===== src/rtl/hazard_unit_mc.sv =====
// Hazard/forwarding control for the 5-stage pipeline with a multi-cycle EX (MUL/DIV) hold.
// Optional performance counters are compiled in with `define HAZARD_PERF_CNT_EN.
module hazard_unit_mc #(
  parameter int unsigned RADDR_W    = 5,
  parameter int unsigned MC_LATENCY = 4,
  parameter int unsigned CNT_W      = 32
) (
  input  logic               clk,
  input  logic               rst,
  input  logic [RADDR_W-1:0] Rs1D,
  input  logic [RADDR_W-1:0] Rs2D,
  input  logic [RADDR_W-1:0] Rs1E,
  input  logic [RADDR_W-1:0] Rs2E,
  input  logic [RADDR_W-1:0] RdE,
  input  logic [RADDR_W-1:0] RdM,
  input  logic [RADDR_W-1:0] RdW,
  input  logic               RegWriteM,
  input  logic               RegWriteW,
  input  logic               LuiM,
  input  logic [1:0]         ResultSrcE,
  input  logic [1:0]         PCSrcE,
  input  logic               MultiCycleE,
  output logic               StallF,
  output logic               StallD,
  output logic               StallE,
  output logic               FlushD,
  output logic               FlushE,
  output logic               FlushM,
  output logic [1:0]         ForwardAE,
  output logic [1:0]         ForwardBE,
  output logic               BusyE
`ifdef HAZARD_PERF_CNT_EN
  ,
  output logic [CNT_W-1:0]   StallCnt,
  output logic [CNT_W-1:0]   FlushCnt
`endif
);

  localparam int unsigned CntW = $clog2(MC_LATENCY);

  if (MC_LATENCY < 2 || MC_LATENCY > 64 || CNT_W < 1) begin : g_param_check
    $error("hazard_unit_mc: MC_LATENCY must be 2..64 and CNT_W at least 1");
  end

  typedef enum logic {StIdle, StWait} state_e;

  state_e            r_state, w_state_d;
  logic [CntW-1:0]   r_cnt, w_cnt_d;
  logic              w_mcstall;
  logic              w_lwstall;
  logic              w_branch;

  // M has priority over W; x0 is never a forwarding source.
  always_comb begin
    ForwardAE = 2'b00;
    if (RegWriteM && (RdM == Rs1E) && (RdM != '0)) begin
      ForwardAE = LuiM ? 2'b11 : 2'b10;
    end else if (RegWriteW && (RdW == Rs1E) && (RdW != '0)) begin
      ForwardAE = 2'b01;
    end
  end

  always_comb begin
    ForwardBE = 2'b00;
    if (RegWriteM && (RdM == Rs2E) && (RdM != '0)) begin
      ForwardBE = LuiM ? 2'b11 : 2'b10;
    end else if (RegWriteW && (RdW == Rs2E) && (RdW != '0)) begin
      ForwardBE = 2'b01;
    end
  end

  assign w_lwstall = (ResultSrcE == 2'b01) && (RdE != '0) && ((RdE == Rs1D) || (RdE == Rs2D));
  assign w_branch  = (PCSrcE != 2'b00);

  always_comb begin
    w_state_d = r_state;
    w_cnt_d   = r_cnt;
    w_mcstall = 1'b0;
    unique case (r_state)
      StIdle: begin
        if (MultiCycleE) begin
          w_mcstall = 1'b1;
          w_cnt_d   = CntW'(MC_LATENCY - 2);
          w_state_d = StWait;
        end
      end
      StWait: begin
        if (r_cnt != '0) begin
          w_mcstall = 1'b1;
          w_cnt_d   = r_cnt - 1'b1;
        end else begin
          w_state_d = StIdle;
        end
      end
      default: w_state_d = StIdle;
    endcase
  end

  always_ff @(posedge clk or posedge rst) begin
    if (rst) begin
      r_state <= StIdle;
      r_cnt   <= '0;
    end else begin
      r_state <= w_state_d;
      r_cnt   <= w_cnt_d;
    end
  end

  // A taken branch cancels the load-use stall; the multi-cycle hold suppresses the load-use bubble.
  always_comb begin
    StallF = w_mcstall || (w_lwstall && !w_branch);
    StallD = StallF;
    StallE = w_mcstall;
    FlushM = w_mcstall;
    FlushD = w_branch;
    FlushE = w_branch || (w_lwstall && !w_mcstall);
    BusyE  = (r_state == StWait);
  end

`ifdef HAZARD_PERF_CNT_EN
  logic [CNT_W-1:0] r_stall_cnt, r_flush_cnt;

  always_ff @(posedge clk or posedge rst) begin
    if (rst) begin
      r_stall_cnt <= '0;
      r_flush_cnt <= '0;
    end else begin
      if (StallF && (r_stall_cnt != '1)) r_stall_cnt <= r_stall_cnt + 1'b1;
      if (w_branch && (r_flush_cnt != '1)) r_flush_cnt <= r_flush_cnt + 1'b1;
    end
  end

  assign StallCnt = r_stall_cnt;
  assign FlushCnt = r_flush_cnt;
`endif

endmodule


===== config.mk =====
export PLATFORM = sky130hd
export DESIGN_NAME = hazard_unit_mc
export DESIGN_NICKNAME = d
export VERILOG_FILES = /design/src/rtl/hazard_unit_mc.sv
export SDC_FILE = /design/constraint.sdc
export NUM_CORES = 1
export LEC_CHECK = 0
export ABC_AREA = 1
export CORE_MARGIN = 3
export CORE_UTILIZATION = 34
export DETAILED_ROUTE_END_ITERATION = 8
export HOLD_SLACK_MARGIN = 0.12
export PLACE_DENSITY = 0.77
export SLEW_MARGIN = 20
export SYNTH_ARGS = -nofsm -noshare
export SYNTH_HDL_FRONTEND = slang
export SYNTH_SLANG_ARGS = --single-unit

===== constraint.sdc =====
create_clock -name clk -period 1.6 [get_ports clk]
set_clock_uncertainty 0.15 [all_clocks]
set_input_delay 0.32 -clock clk [delete_from_list [all_inputs] [get_ports clk]]
set_output_delay 0.32 -clock clk [all_outputs]
set_load 0.01 [all_outputs]

==> results.md, run 1 <==
STA:
- The worst pin sits at a relative slew slack of 0.873.
- Final hold analysis gives a worst-case slack of 0.531 ns.
- Subtracting the final worst setup slack from the clock period gives roughly 1.8 ns.
- Static timing analysis puts the maximum clock frequency at 0.558 GHz.
- Setup repair after global routing could not meet its margin everywhere.
- The aggregate negative setup slack is -0.908 ns.
- In the finished design, the share of the clock period the worst path needs comes to 1.12.
- The max-slew violation count is 0.
- After layout, the worst setup slack is -0.192 ns.
- The final count of hold timing violations was 0.
- At the pin with the least slew margin, the transition time is roughly 0.19 ns.
- The number of endpoints failing setup at the final stage is 8.

Floorplan:
- After floorplanning, the core was divided into 16 placement rows.
- The standard cell core area is just over 0.002 mm^2.
- From left edge to right edge, the die measures 53.0 um.
- The area enclosed by the die boundary is 0.00280 mm^2.
- The die is 53.0 um tall.
- The initial utilization of the core area, before any placement, comes to 0.371.
- 56 I/O pins were placed.

Synth:
- Of the synthesized area, sequential elements account for 0.100.
- The mapped netlist covers 749 um^2.
- The instance count of the mapped netlist is 150.
- The total of flip-flops plus latches after synthesis is 3.
- The mean instance size in the synthesized netlist is 5.00 um^2.
- The synthesized netlist contains 20 unique library cells.
- The count of warnings emitted by yosys is 0.
- The number of nets produced by synthesis is 196.

Place:
- The post-DP HPWL is between 2000 and 2500 um.
- Routability-driven placement finished with a final weighted congestion of around 0.85.
- The setup slack after placement is -0.862 ns.
- The number of cells in the design after placement is 237.
- The count of buffers added on input and output ports is 55.

Global routing:
- The via count of the first global-routing pass came to approximately 1200.
- The number of antenna violations at the first check in global routing is 0.
- The first global-routing pass estimated ~4500 um of wire.
- In the global route stage, overall resource usage came out at 0.216.
- The final global-route overflow total is 0.
- Entering global routing, the biggest net connects 6 pins.

Hold path:
- The class of the tightest hold or removal check is flip-flop to flip-flop.

CTS:
- For the worst-skew pair, the clock arrives at the later sink with an insertion delay of 0.25 ns.
- In this run the number of H-tree levels came out at 1.
- The register clock-pin slew on the reported worst setup and hold paths is 0.05 ns.
- For this design, the sink count on the clock tree is 3.
- The CTS tree is built.
- The library cell used as clock root buffer is sky130_fd_sc_hd__clkbuf_4.
- The total clock buffers created by CTS is 3.
- The deepest clock path buffer count is 2.

Drt:
- For this run, design rule violations remaining after detail routing come to 0.
- The count of nets left with antenna violations once routing finished came out at 0.
- The first TritonRoute pass finished after 5 iterations.
- The final layout contains routed wiring with a total length of 3220 um.
- Summed over all nets, wire length on met3 after detailed routing comes to 338 um.
- The wire length per cell is 13.0 um.
- The detailed router finished its first iteration with 27 violations.
- The total routed wire length on the met1 layer is around 1200 um.
- The routed design uses 1700 um of met2 wire.
- Summing over every cut layer, the via total after detailed routing is 1191.
- The routed via count divided by cell count is 4.82.
- The detailed router used layers up to and including met4.

Pwr:
- The total power divided by cell area is between 800 and 900 mW/mm^2.
- The largest vdd supply drop is 0.757 mV.
- Total power for the finished layout comes to 1230 uW.
- The reported leakage power is 0.000847 uW.

Layout:
- The final layout contains around 270 nets.
- The ratio of cells with drive above 1 in the final layout is 0.473.
- After the flow finishes, the layout carries non-filler instances totaling 247.
- The number of antenna repair diodes is 0.
- The synthesis-to-finish area growth is 104%.

Setup path:
- By startpoint and endpoint, the worst setup path is classified as flip-flop to output port.
- On the worst path, the slowest cell contributes a delay of 0.38 ns.
- The launching element type of the critical path is a flip-flop.
- The worst-path maximum fanout is 3.
- The endpoint kind of the worst setup timing path is an output port.
- The cell with the largest stage delay on the worst path is sky130_fd_sc_hd__dfrtp_1.
- The critical path arrival is 1.32 ns.
- For the worst setup path, the data required time is between 1 and 1.5 ns.
- The family with the most delay on the worst path is flip-flops.
- The signal on the critical path passes through inv_2 -> ha_4 -> nor2_4 -> a21oi_4 -> nand3_2 -> nand2_2 -> buf_6.
- The worst path buffer plus inverter count is 2.

Status:
- The flow ran to the end, but the final reports show violations.
- The checks that failed: setup timing.

Flow run:
- The tool flagged a number of max-cap violations equal to 0.
[cells in the final DEF (no fill, tap or decap), types with 2 or more instances in the layout]
cell type / instances
sky130_fd_sc_hd__nand2_1: 48
sky130_fd_sc_hd__buf_6: 17
sky130_fd_sc_hd__inv_1: 16
sky130_fd_sc_hd__inv_2: 15
sky130_fd_sc_hd__buf_2: 14
sky130_fd_sc_hd__buf_4: 12
sky130_fd_sc_hd__nor2_1: 10
sky130_fd_sc_hd__clkbuf_2: 7
sky130_fd_sc_hd__nand3_1: 6
sky130_fd_sc_hd__nor2_2: 5
sky130_fd_sc_hd__clkdlybuf4s50_1: 5
sky130_fd_sc_hd__dlygate4sd2_1: 5
sky130_fd_sc_hd__xnor2_2: 4
sky130_fd_sc_hd__nand3_2: 4
sky130_fd_sc_hd__nand2_2: 4
sky130_fd_sc_hd__xnor2_1: 4
sky130_fd_sc_hd__dfrtp_1: 3
sky130_fd_sc_hd__nor2_4: 3
sky130_fd_sc_hd__a21oi_2: 3
sky130_fd_sc_hd__inv_4: 3
sky130_fd_sc_hd__o21ai_1: 3
sky130_fd_sc_hd__nand4_1: 3
sky130_fd_sc_hd__clkbuf_4: 3
sky130_fd_sc_hd__clkdlybuf4s15_1: 3
sky130_fd_sc_hd__buf_8: 3
sky130_fd_sc_hd__o21ai_2: 2
sky130_fd_sc_hd__xor2_1: 2
[registers in the layout, summed over array words and instances (netlist names)]
register	cells
BusyE	1
r_cnt	2
[worst paths after layout]
| kind | to | start | slack, ns | depth (start not counted) |
|---|---|---|---|---|
| setup / recovery | FlushE | r_cnt[1] | -0.19 | 7 |
| hold / removal | r_cnt[1] | r_cnt[1] | 0.53 | 3 |
| setup reg to reg | r_cnt[1] | r_cnt[1] | 0.15 | 8 |
| hold reg to reg | r_cnt[1] | r_cnt[1] | 0.53 | 3 |
| max in group asynchronous | r_cnt[0] | rst | 0.48 | 3 |
| min in group asynchronous | BusyE | rst | 0.67 | 3 |
[metal layers]
metal / track usage / up-vias
met5: 0 / -
met4: 0.0383 / 0
met3: 0.0592 / 5
met2: 0.428 / 76
met1: 0.224 / 515
li1: - / 595
[logic make-up (layout without fill, tap and decap cells)]
family / after synthesis / count (layout) / share of synthesized area
flops: 3 / 3 / 0.100
buf+inv: 36 / 106 / 0.190
xor+xnor: 10 / 10 / 0.117
fa+ha+maj: 1 / 1 / 0.0167
compound gates: 13 / 13 / 0.0935
simple gates: 87 / 87 / 0.482
[power by group]
part           internal, uW  switching, uW  leakage [uW]
clock                  94.6           56.4     0.0000150
sequential              117           18.6     0.0000347
combinational           498            448      0.000798
[worst min-delay path: cells and delay by family (launching register included)]
kind	cells	cell delay, ns
buf+inv	2	0.18
flops	1	0.38
compound gates	1	0.08
[through the flow]
| stage | utilization | instance area (um^2) |
|---|---|---|
| finish | 0.756 | 1530 |
| global placement | 0.678 | 1370 |
| global route | 0.756 | 1530 |
| CTS | 0.698 | 1410 |
| detailed placement | 0.678 | 1370 |
| floorplan | - | 749 |
[timing repair]
action,CTS,global route
resized for setup,196,63
hold buffers,1,0
buffers inserted,3,2
pin swaps,50,38
setup endpoints to repair,11,9
endpoints found under the hold margin,3,0
[layout make-up]
type | count | area (um^2)
Multi-Input combinational cell | 111 | 673
Clock buffer | 4 | 26.3
Fill cell | 157 | 493
Inverter | 34 | 135
Timing Repair Buffer | 68 | 586
Tap cell | 27 | 33.8
Sequential cell | 3 | 75.1
[cells in the mapped netlist]
| master | count | area [um^2] |
|---|---|---|
| sky130_fd_sc_hd__o21ai_0 | 3 | 15.0 |
| sky130_fd_sc_hd__xor2_1 | 2 | 17.5 |
| sky130_fd_sc_hd__ha_1 | 1 | 12.5 |
| sky130_fd_sc_hd__clkinv_1 | 1 | 3.75 |
| sky130_fd_sc_hd__inv_1 | 27 | 101 |
| sky130_fd_sc_hd__nand3b_1 | 1 | 7.51 |
| sky130_fd_sc_hd__a21oi_1 | 5 | 25.0 |
| sky130_fd_sc_hd__buf_4 | 2 | 15.0 |
| sky130_fd_sc_hd__nor3_2 | 1 | 10.0 |
| sky130_fd_sc_hd__inv_2 | 6 | 22.5 |
| sky130_fd_sc_hd__o211ai_1 | 1 | 7.51 |
| sky130_fd_sc_hd__nand2_1 | 52 | 195 |
| sky130_fd_sc_hd__nor2_1 | 18 | 67.6 |
| sky130_fd_sc_hd__nand3_1 | 10 | 50.1 |
| sky130_fd_sc_hd__nand4_1 | 3 | 18.8 |
| sky130_fd_sc_hd__o21ai_1 | 3 | 15.0 |
| sky130_fd_sc_hd__a21boi_1 | 1 | 7.51 |
| sky130_fd_sc_hd__xnor2_1 | 8 | 70.1 |
| sky130_fd_sc_hd__or2_0 | 2 | 12.5 |
| sky130_fd_sc_hd__dfrtp_1 | 3 | 75.1 |
Note: power is estimated with default switching activity, not from simulation.
==> run 2, diff against run 1 <==
--- a/config.mk
+++ b/config.mk
@@ -11,6 +11,7 @@
 export DETAILED_ROUTE_END_ITERATION = 8
 export HOLD_SLACK_MARGIN = 0.12
 export PLACE_DENSITY = 0.77
+export RECOVER_POWER = 50
 export SLEW_MARGIN = 20
 export SYNTH_ARGS = -nofsm -noshare
 export SYNTH_HDL_FRONTEND = slang
==> results.md, run 2 (same netlist as run 1, synthesis figures left out) <==
STA:
- The final worst-path setup slack is -0.192 ns (unchanged).
- The aggregate negative setup slack is -0.908 ns (about the same).
- The headroom to the max-slew limit is 0.873 (unchanged).
- The worst slack on hold paths is 0.531 ns (unchanged).
- The number of endpoints failing setup at the final stage is 8 (unchanged).
- The max-slew violation count is 0 (unchanged).
- The upper clock frequency limit was 0.558 GHz (unchanged).
- The post-layout minimum cycle time is 1.79 ns (unchanged).
- RSZ-0062 raised after global routing: true (unchanged).
- The share of the cycle needed by the critical path after routing came to 1.12 (unchanged).
- The final count of hold timing violations came to 0 (unchanged).
- The worst-margin pin slew is 0.190 ns (unchanged).

Layout:
- Most frequent cells in the layout: sky130_fd_sc_hd__nand2_1, sky130_fd_sc_hd__buf_6, sky130_fd_sc_hd__inv_1 (unchanged).
- The number of antenna repair diodes came to 0 (unchanged).
- The synthesis-to-finish area growth came to 104% (unchanged).
- The post-route standard cell area excluding fillers is 0.00153 mm^2 (unchanged).
- The net total in the final layout was 267 (unchanged).
- The ratio of cells with drive above 1 in the final layout is 0.473 (unchanged).
- The number of fill cells is 157 (unchanged).
- The register with the highest flop count is r_cnt (unchanged).
- The most frequent standard cell in the layout excluding fill and tap cells is sky130_fd_sc_hd__nand2_1 (unchanged).
- The flip-flop count of the largest register after layout came to 2 (unchanged).

CTS:
- The total clock buffers created by CTS is 3 (unchanged).
- The register clock-pin slew on the reported worst setup and hold paths is 0.05 ns (about the same).
- The number of levels in the clock H-tree came to 1 (unchanged).
- The CTS tree is built (unchanged).
- The library cell used as clock root buffer is sky130_fd_sc_hd__clkbuf_4 (unchanged).
- The deepest clock path buffer count is 2 (unchanged).
- The total number of clock tree sinks was 3 (unchanged).
- The clock network latency to the later pin of the worst-skew pair is 0.25 ns (about the same).

Pwr:
- The reported leakage power is 0.000848 uW (was 0.000847 uW).
- The total power divided by cell area is 806 mW/mm^2 (about the same).
- The largest vdd supply drop is 0.756 mV (was 0.757 mV).

Place:
- The post-DP HPWL is 2240 um (unchanged).
- The routability congestion estimate is 0.852 (unchanged).
- The number of buffers added on ports is 55 (unchanged).
- The instance area at placement was 0.00137 mm^2 (unchanged).
- The setup slack after placement came to -0.862 ns (unchanged).

Setup path:
- The launch point of the worst reg-to-reg path is r_cnt[1] (unchanged).
- The register-to-register setup slack is 0.15 ns (about the same).
- The critical path arrival is 1.32 ns (about the same).
- The critical path required time is 1.13 ns (about the same).
- The endpoint kind of the worst setup timing path is an output port (unchanged).
- The launching element type of the critical path is a flip-flop (unchanged).
- The worst-path maximum fanout is 3 (unchanged).
- The category of the most critical setup path is flip-flop to output port (unchanged).
- The worst reg-to-reg path cell count is 8 (unchanged).
- The reg-to-reg critical path endpoint was r_cnt[1] (unchanged).

Floorplan:
- The number of placement rows was 16 (unchanged).
- The horizontal die dimension is 53.0 um (unchanged).
- The chip height is 53.0 um (unchanged).
- The top-level port count was 56 (unchanged).
- The area enclosed by the die boundary is 0.00280 mm^2 (unchanged).
- The standard cell core area is 0.00202 mm^2 (unchanged).
- The starting density of the core is 0.371 (unchanged).

Global routing:
- The via count of the first global-routing pass was 1159 (unchanged).
- The largest net degree at the start of global routing came to 6 (unchanged).
- The total routing resource utilization after global routing was 0.216 (unchanged).
- The number of antenna violations at the first check in global routing came to 0 (unchanged).
- The final global-route overflow total was 0 (unchanged).
- The wire length of the first global-routing pass is 4530 um (unchanged).

Drt:
- The number of detailed-route iterations in the first pass was 5 (unchanged).
- The violation count after the first detailed-routing iteration is 27 (unchanged).
- The via count of the routed design came to 1191 (unchanged).
- The final wirelength is 3220 um (unchanged).
- The final antenna-violating net count is 0 (unchanged).
- The routed via count divided by cell count is 4.82 (unchanged).
- The count of unresolved DRC violations after routing was 0 (unchanged).
- The wire length per cell is 13.0 um (unchanged).

Status:
- Failing checks: setup timing (unchanged).
- Outcome: complete, but fails checks (unchanged).

Flow run:
- The max-capacitance violation count is 0 (unchanged).

Hold path:
- The endpoint with the worst hold slack is r_cnt[1] (unchanged).
- The launch instance of the worst min-delay path is r_cnt[1] (unchanged).
- The class of the tightest hold or removal check is flip-flop to flip-flop (unchanged).
- The number of stages on the worst hold path is 3 (unchanged).
run 2: cell count changes in the layout (fill, tap and decap cells not counted):
cell | before | now
sky130_fd_sc_hd__clkdlybuf4s50_1 | 5 | 4
sky130_fd_sc_hd__dlygate4sd3_1 | 1 | 2
run 2: worst max path at each step:
stage,start,endpoint,slack (ns),cells after the start
final,r_cnt[1],FlushE,-0.19,7
after global routing,r_cnt[1],FlushE,-0.23,7
after CTS,r_cnt[1],FlushE,-0.17,7
after detailed placement,RdE[3],StallF,-0.86,10
after global placement,RdE[0],StallF,-0.85,10
after floorplan,r_cnt[0],StallF,0.009,6
run 2: timing repair:
| item | 4_1_cts | 5_1_grt |
|---|---|---|
| endpoints found under the setup margin | 11 | 9 |
| hold buffers | 1 | 0 |
| endpoints found under the hold margin | 3 | 0 |
| gates cloned | 0 | 0 |
| pin swaps | 50 | 38 |
| buffers inserted | 3 | 2 |
| gates resized for setup | 196 | 63 |
run 2: critical path: stages, from the launching register on:
cell                      delay (ns)
sky130_fd_sc_hd__dfrtp_1        0.38
sky130_fd_sc_hd__inv_2          0.08
sky130_fd_sc_hd__ha_4           0.15
sky130_fd_sc_hd__nor2_4         0.04
sky130_fd_sc_hd__a21oi_4        0.17
sky130_fd_sc_hd__nand3_2        0.10
sky130_fd_sc_hd__nand2_2        0.06
sky130_fd_sc_hd__buf_6          0.10
run 2: stage by stage:
step | util | std cells | power (uW)
after detailed placement | 0.678 | 237 | 858
final | 0.756 | 247 | 1230
after CTS | 0.698 | 245 | 1050
after global placement | 0.678 | 237 | 840
after floorplan | - | 150 | 461
after global routing | 0.756 | 247 | 1300
run 2: power breakdown:
part / switching, uW / total (uW) / internal, uW / leakage [uW]
registers: 18.6 / 135 / 117 / 0.0000347
clock network: 56.4 / 151 / 94.6 / 0.0000150
logic: 448 / 945 / 498 / 0.000798
total: 523 / 1230 / 709 / 0.000848
run 2: routing by layer:
| metal | vias to the layer above | track usage | wire, um |
|---|---|---|---|
| met5 | - | 0 | 0 |
| met4 | 0 | 0.0383 | 17 |
| met3 | 5 | 0.0592 | 338 |
| met2 | 76 | 0.428 | 1700 |
| met1 | 515 | 0.224 | 1160 |
| li1 | 595 | - | - |
run 2: layout make-up:
class | instances | area [um^2] | area share
multi-input cells | 111 | 673 | 0.440
repair buffers | 68 | 586 | 0.383
inverters | 34 | 135 | 0.0884
flip-flops and latches | 3 | 75.1 | 0.0491
well taps | 27 | 33.8 | 0.0221
clock buffers | 4 | 26.3 | 0.0172
